## config.mk

```make
export PLATFORM = sky130hd
export DESIGN_NAME = i2c_reg_sequencer
export DESIGN_NICKNAME = d
export VERILOG_FILES = /design/src/rtl/i2c_reg_sequencer.sv
export SDC_FILE = /design/constraint.sdc
export NUM_CORES = 1
export LEC_CHECK = 0
export CAP_MARGIN = 20
export CORE_ASPECT_RATIO = 2
export CORE_UTILIZATION = 35
export CTS_BUF_LIST = sky130_fd_sc_hd__clkbuf_8
export CTS_CLUSTER_DIAMETER = 30
export DETAILED_ROUTE_END_ITERATION = 8
export GPL_TIMING_DRIVEN = 1
export PLACE_DENSITY_LB_ADDON = 0.05
export SETUP_SLACK_MARGIN = 0.05
export SLEW_MARGIN = 10
export SYNTH_ARGS = -nofsm -noshare
export SYNTH_HDL_FRONTEND = slang
export SYNTH_SLANG_ARGS = --single-unit
```

## constraint.sdc

```tcl
create_clock -name clk -period 2.25 [get_ports clk]
set_input_delay 0.5625 -clock clk [delete_from_list [all_inputs] [get_ports clk]]
set_output_delay 0.5625 -clock clk [all_outputs]
set_load 0.1 [all_outputs]
```

## src/rtl/i2c_reg_sequencer.sv

```systemverilog
// i2c_reg_sequencer
//   Turns one host register-access command into the byte-op sequence of the
//   downstream I2C byte engine:
//     write: START, DEV+W, REG, DATA x len, STOP
//     read : START, DEV+W, REG, RSTART, DEV+R, DATA x len (NACK last), STOP
//   A zero-length command of either direction runs START, DEV+W, REG, STOP.
//   Every byte op runs ISSUE -> WAIT_HI -> WAIT_LO.
//
// Ports
//   clk, rst_n                      clock, asynchronous active-low reset
//   cmd_valid/cmd_ready             command handshake (ready only when idle)
//   cmd_rw/dev_addr/reg_addr/len    command fields (1 = read)
//   wr_data/wr_valid/wr_ready       write byte stream (ready pulses on consume)
//   rd_data/rd_valid                read byte stream (one pulse per byte)
//   done, err                       end-of-transaction pulse, sticky timeout
//   eng_start/request/data/read_ack byte engine op strobe and operands
//   eng_busy, eng_rdata             byte engine status and read result
module i2c_reg_sequencer #(
  parameter int LEN_W        = 4,
  parameter int BUSY_TIMEOUT = 16
) (
  input  logic             clk,
  input  logic             rst_n,
  input  logic             cmd_valid,
  output logic             cmd_ready,
  input  logic             cmd_rw,
  input  logic [6:0]       cmd_dev_addr,
  input  logic [7:0]       cmd_reg_addr,
  input  logic [LEN_W-1:0] cmd_len,
  input  logic [7:0]       wr_data,
  input  logic             wr_valid,
  output logic             wr_ready,
  output logic [7:0]       rd_data,
  output logic             rd_valid,
  output logic             done,
  output logic             err,
  output logic             eng_start,
  output logic [1:0]       eng_request,
  output logic [7:0]       eng_data,
  output logic             eng_read_ack,
  input  logic             eng_busy,
  input  logic [7:0]       eng_rdata
);

  localparam logic [3:0] P_IDLE   = 4'd0;
  localparam logic [3:0] P_START  = 4'd1;
  localparam logic [3:0] P_DEVW   = 4'd2;
  localparam logic [3:0] P_REG    = 4'd3;
  localparam logic [3:0] P_WDATA  = 4'd4;
  localparam logic [3:0] P_RSTART = 4'd5;
  localparam logic [3:0] P_DEVR   = 4'd6;
  localparam logic [3:0] P_RDATA  = 4'd7;
  localparam logic [3:0] P_STOP   = 4'd8;
  localparam logic [3:0] P_DONE   = 4'd9;

  localparam logic [1:0] S_ISSUE   = 2'd0;
  localparam logic [1:0] S_WAIT_HI = 2'd1;
  localparam logic [1:0] S_WAIT_LO = 2'd2;

  localparam logic [1:0] OP_START = 2'd0;
  localparam logic [1:0] OP_STOP  = 2'd1;
  localparam logic [1:0] OP_READ  = 2'd2;
  localparam logic [1:0] OP_WRITE = 2'd3;

  localparam int              TW          = $clog2(BUSY_TIMEOUT + 1) + 1;
  localparam logic [TW-1:0]   TIMEOUT_LIM = TW'(BUSY_TIMEOUT);

  logic [3:0]       phase_r;
  logic [1:0]       step_r;
  logic             rw_r;
  logic [6:0]       dev_r;
  logic [7:0]       reg_r;
  logic [LEN_W-1:0] len_r;
  logic [LEN_W-1:0] count_r;
  logic [TW-1:0]    timer_r;

  logic [LEN_W-1:0] count_inc_s;
  logic [3:0]       phase_after_s;
  logic [1:0]       req_s;
  logic [7:0]       data_s;
  logic             ack_s;

  // Phase that follows the current byte op once the engine has finished it.
  always_comb begin
    count_inc_s   = count_r + LEN_W'(1);
    phase_after_s = P_IDLE;
    case (phase_r)
      P_START:  phase_after_s = P_DEVW;
      P_DEVW:   phase_after_s = P_REG;
      P_REG: begin
        if (len_r == {LEN_W{1'b0}}) begin
          phase_after_s = P_STOP;
        end else if (rw_r) begin
          phase_after_s = P_RSTART;
        end else begin
          phase_after_s = P_WDATA;
        end
      end
      P_WDATA:  phase_after_s = (count_inc_s == len_r) ? P_STOP : P_WDATA;
      P_RSTART: phase_after_s = P_DEVR;
      P_DEVR:   phase_after_s = P_RDATA;
      P_RDATA:  phase_after_s = (count_inc_s == len_r) ? P_STOP : P_RDATA;
      P_STOP:   phase_after_s = P_DONE;
      default:  phase_after_s = P_IDLE;
    endcase
  end

  // Engine opcode and operands for the phase about to be issued.
  always_comb begin
    req_s  = OP_START;
    data_s = 8'h00;
    ack_s  = 1'b0;
    case (phase_r)
      P_START, P_RSTART: req_s = OP_START;
      P_DEVW: begin
        req_s  = OP_WRITE;
        data_s = {dev_r, 1'b0};
      end
      P_REG: begin
        req_s  = OP_WRITE;
        data_s = reg_r;
      end
      P_WDATA: begin
        req_s  = OP_WRITE;
        data_s = wr_data;
      end
      P_DEVR: begin
        req_s  = OP_WRITE;
        data_s = {dev_r, 1'b1};
      end
      P_RDATA: begin
        req_s = OP_READ;
        // The last byte of a read burst is NACKed to end the slave's transmit.
        ack_s = (count_r != (len_r - LEN_W'(1)));
      end
      P_STOP:  req_s = OP_STOP;
      default: req_s = OP_START;
    endcase
  end

  // Sequencer state, counters and all registered outputs.
  always_ff @(posedge clk or negedge rst_n) begin
    if (!rst_n) begin
      phase_r      <= P_IDLE;
      step_r       <= S_ISSUE;
      rw_r         <= 1'b0;
      dev_r        <= 7'h00;
      reg_r        <= 8'h00;
      len_r        <= {LEN_W{1'b0}};
      count_r      <= {LEN_W{1'b0}};
      timer_r      <= {TW{1'b0}};
      cmd_ready    <= 1'b1;
      wr_ready     <= 1'b0;
      rd_data      <= 8'h00;
      rd_valid     <= 1'b0;
      done         <= 1'b0;
      err          <= 1'b0;
      eng_start    <= 1'b0;
      eng_request  <= 2'd0;
      eng_data     <= 8'h00;
      eng_read_ack <= 1'b0;
    end else begin
      eng_start <= 1'b0;
      wr_ready  <= 1'b0;
      rd_valid  <= 1'b0;
      done      <= 1'b0;
      case (phase_r)
        P_IDLE: begin
          if (cmd_valid) begin
            rw_r      <= cmd_rw;
            dev_r     <= cmd_dev_addr;
            reg_r     <= cmd_reg_addr;
            len_r     <= cmd_len;
            count_r   <= {LEN_W{1'b0}};
            err       <= 1'b0;
            cmd_ready <= 1'b0;
            phase_r   <= P_START;
            step_r    <= S_ISSUE;
          end else begin
            cmd_ready <= 1'b1;
          end
        end
        P_DONE: begin
          done      <= 1'b1;
          cmd_ready <= 1'b1;
          phase_r   <= P_IDLE;
          step_r    <= S_ISSUE;
        end
        default: begin
          case (step_r)
            S_ISSUE: begin
              // Write data stalls here until the host offers a byte.
              if ((phase_r != P_WDATA) || wr_valid) begin
                eng_start    <= 1'b1;
                eng_request  <= req_s;
                eng_data     <= data_s;
                eng_read_ack <= ack_s;
                wr_ready     <= (phase_r == P_WDATA);
                timer_r      <= {TW{1'b0}};
                step_r       <= S_WAIT_HI;
              end else begin
                step_r <= S_ISSUE;
              end
            end
            S_WAIT_HI: begin
              if (eng_busy) begin
                step_r <= S_WAIT_LO;
              end else if (timer_r == TIMEOUT_LIM) begin
                // Engine never acknowledged the op: abandon without STOP.
                err     <= 1'b1;
                phase_r <= P_DONE;
                step_r  <= S_ISSUE;
              end else begin
                timer_r <= timer_r + TW'(1);
              end
            end
            S_WAIT_LO: begin
              if (!eng_busy) begin
                if (phase_r == P_RDATA) begin
                  rd_data  <= eng_rdata;
                  rd_valid <= 1'b1;
                end else begin
                  rd_valid <= 1'b0;
                end
                if ((phase_r == P_WDATA) || (phase_r == P_RDATA)) begin
                  count_r <= count_inc_s;
                end else begin
                  count_r <= count_r;
                end
                phase_r <= phase_after_s;
                step_r  <= S_ISSUE;
              end else begin
                step_r <= S_WAIT_LO;
              end
            end
            default: step_r <= S_ISSUE;
          endcase
        end
      endcase
    end
  end

endmodule

```

Word level (Yosys, flattened, before mapping)
Index checks and enable logic that the tools add are counted.
Word-level totals
  register bits after elaboration: 61
  input bits: 41
  logic and storage cells: 118
  output and inout port bits: 25
Cells by class
  bitwise operators: 3
  mux-type cells: 48
  reduce and logical (&&, ||, !) cells: 22
  eq/ne operators: 24
  add/subtract/negate cells: 3
Operators by type and width (count)
  4-bit two-way mux: 11
  4-bit case mux with 8 select lines: 1
  8-bit case mux with 4 select lines: 1
  4-bit case mux with 2 select lines: 3
  5-bit AND reduction: 4
  1-bit two-way mux: 19
  6-bit two-way mux: 3
  4-bit by 3-bit == test with 1-bit output (second input constant): 4
  2-bit case mux with 3 select lines: 2
  6-bit case mux with 2 select lines: 1
  2-bit nonzero test: 6
  4-bit by 2-bit == test with 1-bit output (second input constant): 2
  4-bit == test (second input constant): 2
  4-bit logical NOT: 2
  2-bit two-way mux: 4
  2-bit != test (second input constant): 4
  4-bit != test (second input constant): 2
  6-bit by 1-bit adder with 6-bit output (second input constant): 1
  6-bit by 5-bit == test with 1-bit output (second input constant): 1
  5-bit != test (second input constant): 1
  4-bit by 1-bit adder with 4-bit output (second input constant): 1
  4-bit by 1-bit == test with 1-bit output (second input constant): 1
  4-bit == test: 1
  4-bit by 2-bit != test with 1-bit output (second input constant): 1
  other kinds (17): 22

Depth between registers and ports, before layout
  depth after elaboration: 7
  depth in mapped cells: 8
  gate-level depth less buffers: 7

Least setup slack after synthesis
OpenSTA, ideal clock, no wires.
  path kind: reg2reg
  start: register step_r[1]
  end: register phase_r[0]
  library setup time: 126 ps
  setup slack: 185 ps
  data arrival time: 1939 ps
  period minus slack after synthesis: 2065 ps
  path buffers: 1
  data required time: 2124 ps
  cell stages (with the launch flop): 9
  path through: dfrtp_1 inv_1 ha_1 clkbuf_1 inv_1 and3_1 a311oi_1 nor2_1 a221o_1
On the way
  cells in the longest elaborated chain, start to end: 3
  elaborated cells on any way between the ends: 9
  those cells by class: eq/ne (5); mux (2); reduce/logical (2)
RTL lines
  start, declared: line 69  | logic [1:0] step_r;
  start signal, assigned: line 145  | step_r <= S_ISSUE;
  start signal, assigned: line 178  | step_r <= S_ISSUE;
  start signal, assigned: line 187  | step_r <= S_ISSUE;
  2-bit by 1-bit == test with 1-bit output / 2-bit == test (equally long branches): line 190  | case (step_r)
  4-bit != test (no line) (tied with other cells)
  5-bit AND reduction (no line) / 4-bit case mux with 2 select lines (equally long branches)
  end signal, assigned: line 230  | phase_r <= phase_after_s;
  end, declared: line 68  | logic [3:0] phase_r;
Parallel ways exist; a longest one is shown, timed or not.
A chain may end at the register's enable or synchronous reset.

Worst setup path after layout
  start: register phase_r[0]
  end: register phase_r[0]
On the way
  cells in the longest elaborated chain, start to end: 5
  elaborated cells on any way between the ends: 20
  those cells by class: eq/ne (13); mux (4); reduce/logical (3)
RTL lines
  4-bit == test (tied with other cells): line 87  | case (phase_r)
  4-bit case mux with 8 select lines: line 87
  4-bit two-way mux: line 218  | if (!eng_busy) begin
  4-bit case mux with 2 select lines: line 190
  4-bit case mux with 2 select lines: line 167  | case (phase_r)
Parallel ways exist; a longest one is shown, timed or not. The select of a mux whose other input is x is not followed.

==> flow_summary.json <==
{
  "finish.net_count": 475,
  "crit_path_max_fanout": 15,
  "first_global_vias": 2955,
  "total_power_per_unit_cell_area_nw_per_um2": 1210,
  "drv_cap": 0,
  "yosys-mux-area-fraction_pct": 4.05,
  "cts_hold_buffers": 0,
  "slew_violations": 0,
  "place_ws_ns": -0.0939,
  "synth_compound_area_share_pct": 17.4,
  "synth_top_family_by_area": "simple AND/OR/NAND/NOR gates",
  "clock_pin_slew_on_the_worst_setup_and_hold_paths_ns": 0.07,
  "mostFrequentLayoutCells": "76 x nand2_1, 60 x dfrtp_1, 54 x buf_4",
  "slew-limit-headroom_pct": 65.4,
  "timing.setup.critical_path_class": "flop to flop",
  "area_used_by_multi_input_combinational_logic_um2": 1540,
  "vias": 2764,
  "layout_commonest_cell": "nand2_1",
  "timing.critical_path.cells": "xnor2_1 -> and2_1 -> buf_4 -> a311oi_1 -> nor2_1 -> a221o_1",
  "floorplan.die.width_um": 69.8,
  "final_hold_fails": 0,
  "max_freq_mhz": 491,
  "run_status": "finished, final reports clean",
  "timing.critical_path.slowest_stage_cell": "dfrtp_1",
  "wirelength_um": 8720,
  "starting_utilization_of_the_core_area_pct": 35.9,
  "final_worst_setup_slack_ns": 0.213,
  "area_delta_synth_final_pct": 35.1,
  "critPathCaptureType": "flop",
  "tritoncts.num_buffers": 9,
  "gp_congestion": 0.853,
  "detail_route.wl_per_cell_um": 16.4,
  "cts_repair_resize_count": 0,
  "clock-sinks": 61,
  "tightest_slew_ns": 0.519,
  "cts.path.max_buffers": 2,
  "n_antenna_cell": 0,
  "die_h_um": 138,
  "post_cts_setup_buffer_count": 0,
  "tritoncts_clock_tree": "done",
  "drive_above_1_share_pct": 22.0,
  "grt_setup_unrepaired": "false",
  "syn_nets": 385,
  "syn-mean-instance-area_um2": 9.57,
  "critical_path_arrival_ns": 2.27,
  "post_layout_nonfiller_instances": 533,
  "rows": 49,
  "antenna_left": 0,
  "clk-insertion-delay-late_ns": 0.35,
  "ys_seq_area_share_pct": 47.5,
  "dp.final_hpwl_um": 6520,
  "async_reset_ff_share_pct": 100,
  "grt_pass1_wl_um": 14200,
  "slowest_stage_delay_cp_ns": 0.67,
  "core_area_um2": 8950,
  "clock_tree.htree_level_count": 3,
  "setup_skew_after_layout_ns": 0.00810,
  "grt_util_all_layers_pct": 19.7,
  "post_synth_and_or_nand_nor_area_fraction_pct": 20.2,
  "critPathLaunchType": "flop",
  "synth-edff-count": 0,
  "post_synth_inst_count": 336,
  "dpl.cell_count": 517,
  "synthAdderAreaFrac_pct": 3.11,
  "vias_per_cell": 5.19,
  "globalRouteOverflowTotal": 0,
  "n_fill_cell": 890,
  "ratio_of_final_minimum_period_to_clock_period_pct": 90.5,
  "drt_pass1_iterations": 6,
  "maximum_number_of_pins_on_one_net_before_global_route_repair": 62,
  "synth.ff_latch_count": 61,
  "finalSetupViolations": 0,
  "yosys.area_share.xor_xnor_pct": 3.27,
  "ys_warn_count": 0,
  "p_leak_nw": 2.05,
  "clk_root_buffer_cell": "clkbuf_8",
  "synth.distinct_cells": 57,
  "drt_iter0_markers": 101,
  "buffer_ports.inserted": 65,
  "drc": 0,
  "vdd_drop_max_v": 0.000398,
  "worst_hold_path_type": "input pin to async pin",
  "design.die.area_um2": 9590,
  "antenna_violations_before_repair": 0,
  "required_ns": 2.48,
  "finalHoldWorstSlack_ns": 0.199,
  "netlist_area_um2": 3210,
  "synthFlopType": "dfrtp_1",
  "post-route-min-period_ns": 2.04,
  "num_io_pins": 66,
  "sequential_cell_area_um2": 1530
}
flip-flops by register name (all words and copies together), names as in the netlist, 4 cells and up:
register / cells
eng_data: 8
rd_data: 8
reg_r: 8
dev_r: 7
timer_r: 6
count_r: 4
len_r: 4
phase_r: 4
per-layer routing:
metal	vias to the layer above	routed length, um	global-route usage, %
met4	0	282	10.2
li1	1351	-	-
met3	17	317	4.32
met1	1330	3350	20.4
met2	66	4770	36.5
met5	-	0	0
Yosys cell counts (7+ instances only):
master    number  area (um2)
clkbuf_1      12        45.0
dfrtp_1       60        1500
o21ai_0       15        75.1
nor2_1        17        63.8
nor2b_1        7        43.8
a21oi_1       14        70.1
a22o_1         8        70.1
mux2_2         8        90.1
xnor2_1        8        70.1
a22oi_1        9        67.6
inv_1         14        52.6
ha_1           8         100
nand2_1       76         285
worst max-delay path: cells and delay by family (launching register included):
kind | cells | cell delay, ns
buffers and inverters | 1 | 0.16
AND/OR/NAND/NOR | 2 | 0.33
XOR/XNOR | 1 | 0.15
AO/OA/AOI/OAI | 2 | 0.60
flip-flops | 1 | 0.67
final timing paths:
path                       slack, ns        from          to  depth (start not counted)
max                             0.21  phase_r[0]  phase_r[0]                          6
min                             0.20       rst_n   step_r[1]                          2
max reg2reg                     0.21  phase_r[0]  phase_r[0]                          6
min reg2reg                     0.48    dev_r[0]    dev_r[0]                          2
max in group asynchronous       1.71       rst_n   cmd_ready                          2
min in group clk                0.48    dev_r[0]    dev_r[0]                          2
cell families after synthesis:
| group | after synthesis |
|---|---|
| muxes | 12 |
| buffers and inverters | 33 |
| and+or+nand+nor | 134 |
| DFF | 61 |
| xor gates and xnor gates | 12 |
| adders and majority gates | 8 |
| AOI/OAI and AO/OA | 76 |
power breakdown:
part	leakage, nW	switching (mW)	internal [mW]	total [mW]
Combinational	1.15	1.55	1.02	2.57
Sequential	0.805	0.259	1.38	1.64
Clock	0.102	0.454	0.571	1.02
through the flow:
step | TNS, ns | cell area (um2) | power, mW | util, %
global route | 0 | 4340 | 5.62 | 48.5
global placement | -0.184 | 4130 | 4.24 | 46.2
floorplan | 0 | 3210 | 3.33 | -
detailed placement | -0.283 | 4130 | 4.25 | 46.2
CTS | 0 | 4340 | 5.31 | 48.5
finish | 0 | 4340 | 5.24 | 48.5
area by class of cell:
type / count / area share [%]
inverter: 14 / 1.21
multi-input combinational: 242 / 35.5
tap: 102 / 2.94
sequential: 61 / 35.2
clock buffer: 11 / 3.49
clock inverter: 5 / 1.35
timing repair buffer: 98 / 20.3
Note: power is estimated with default switching activity, not from simulation.
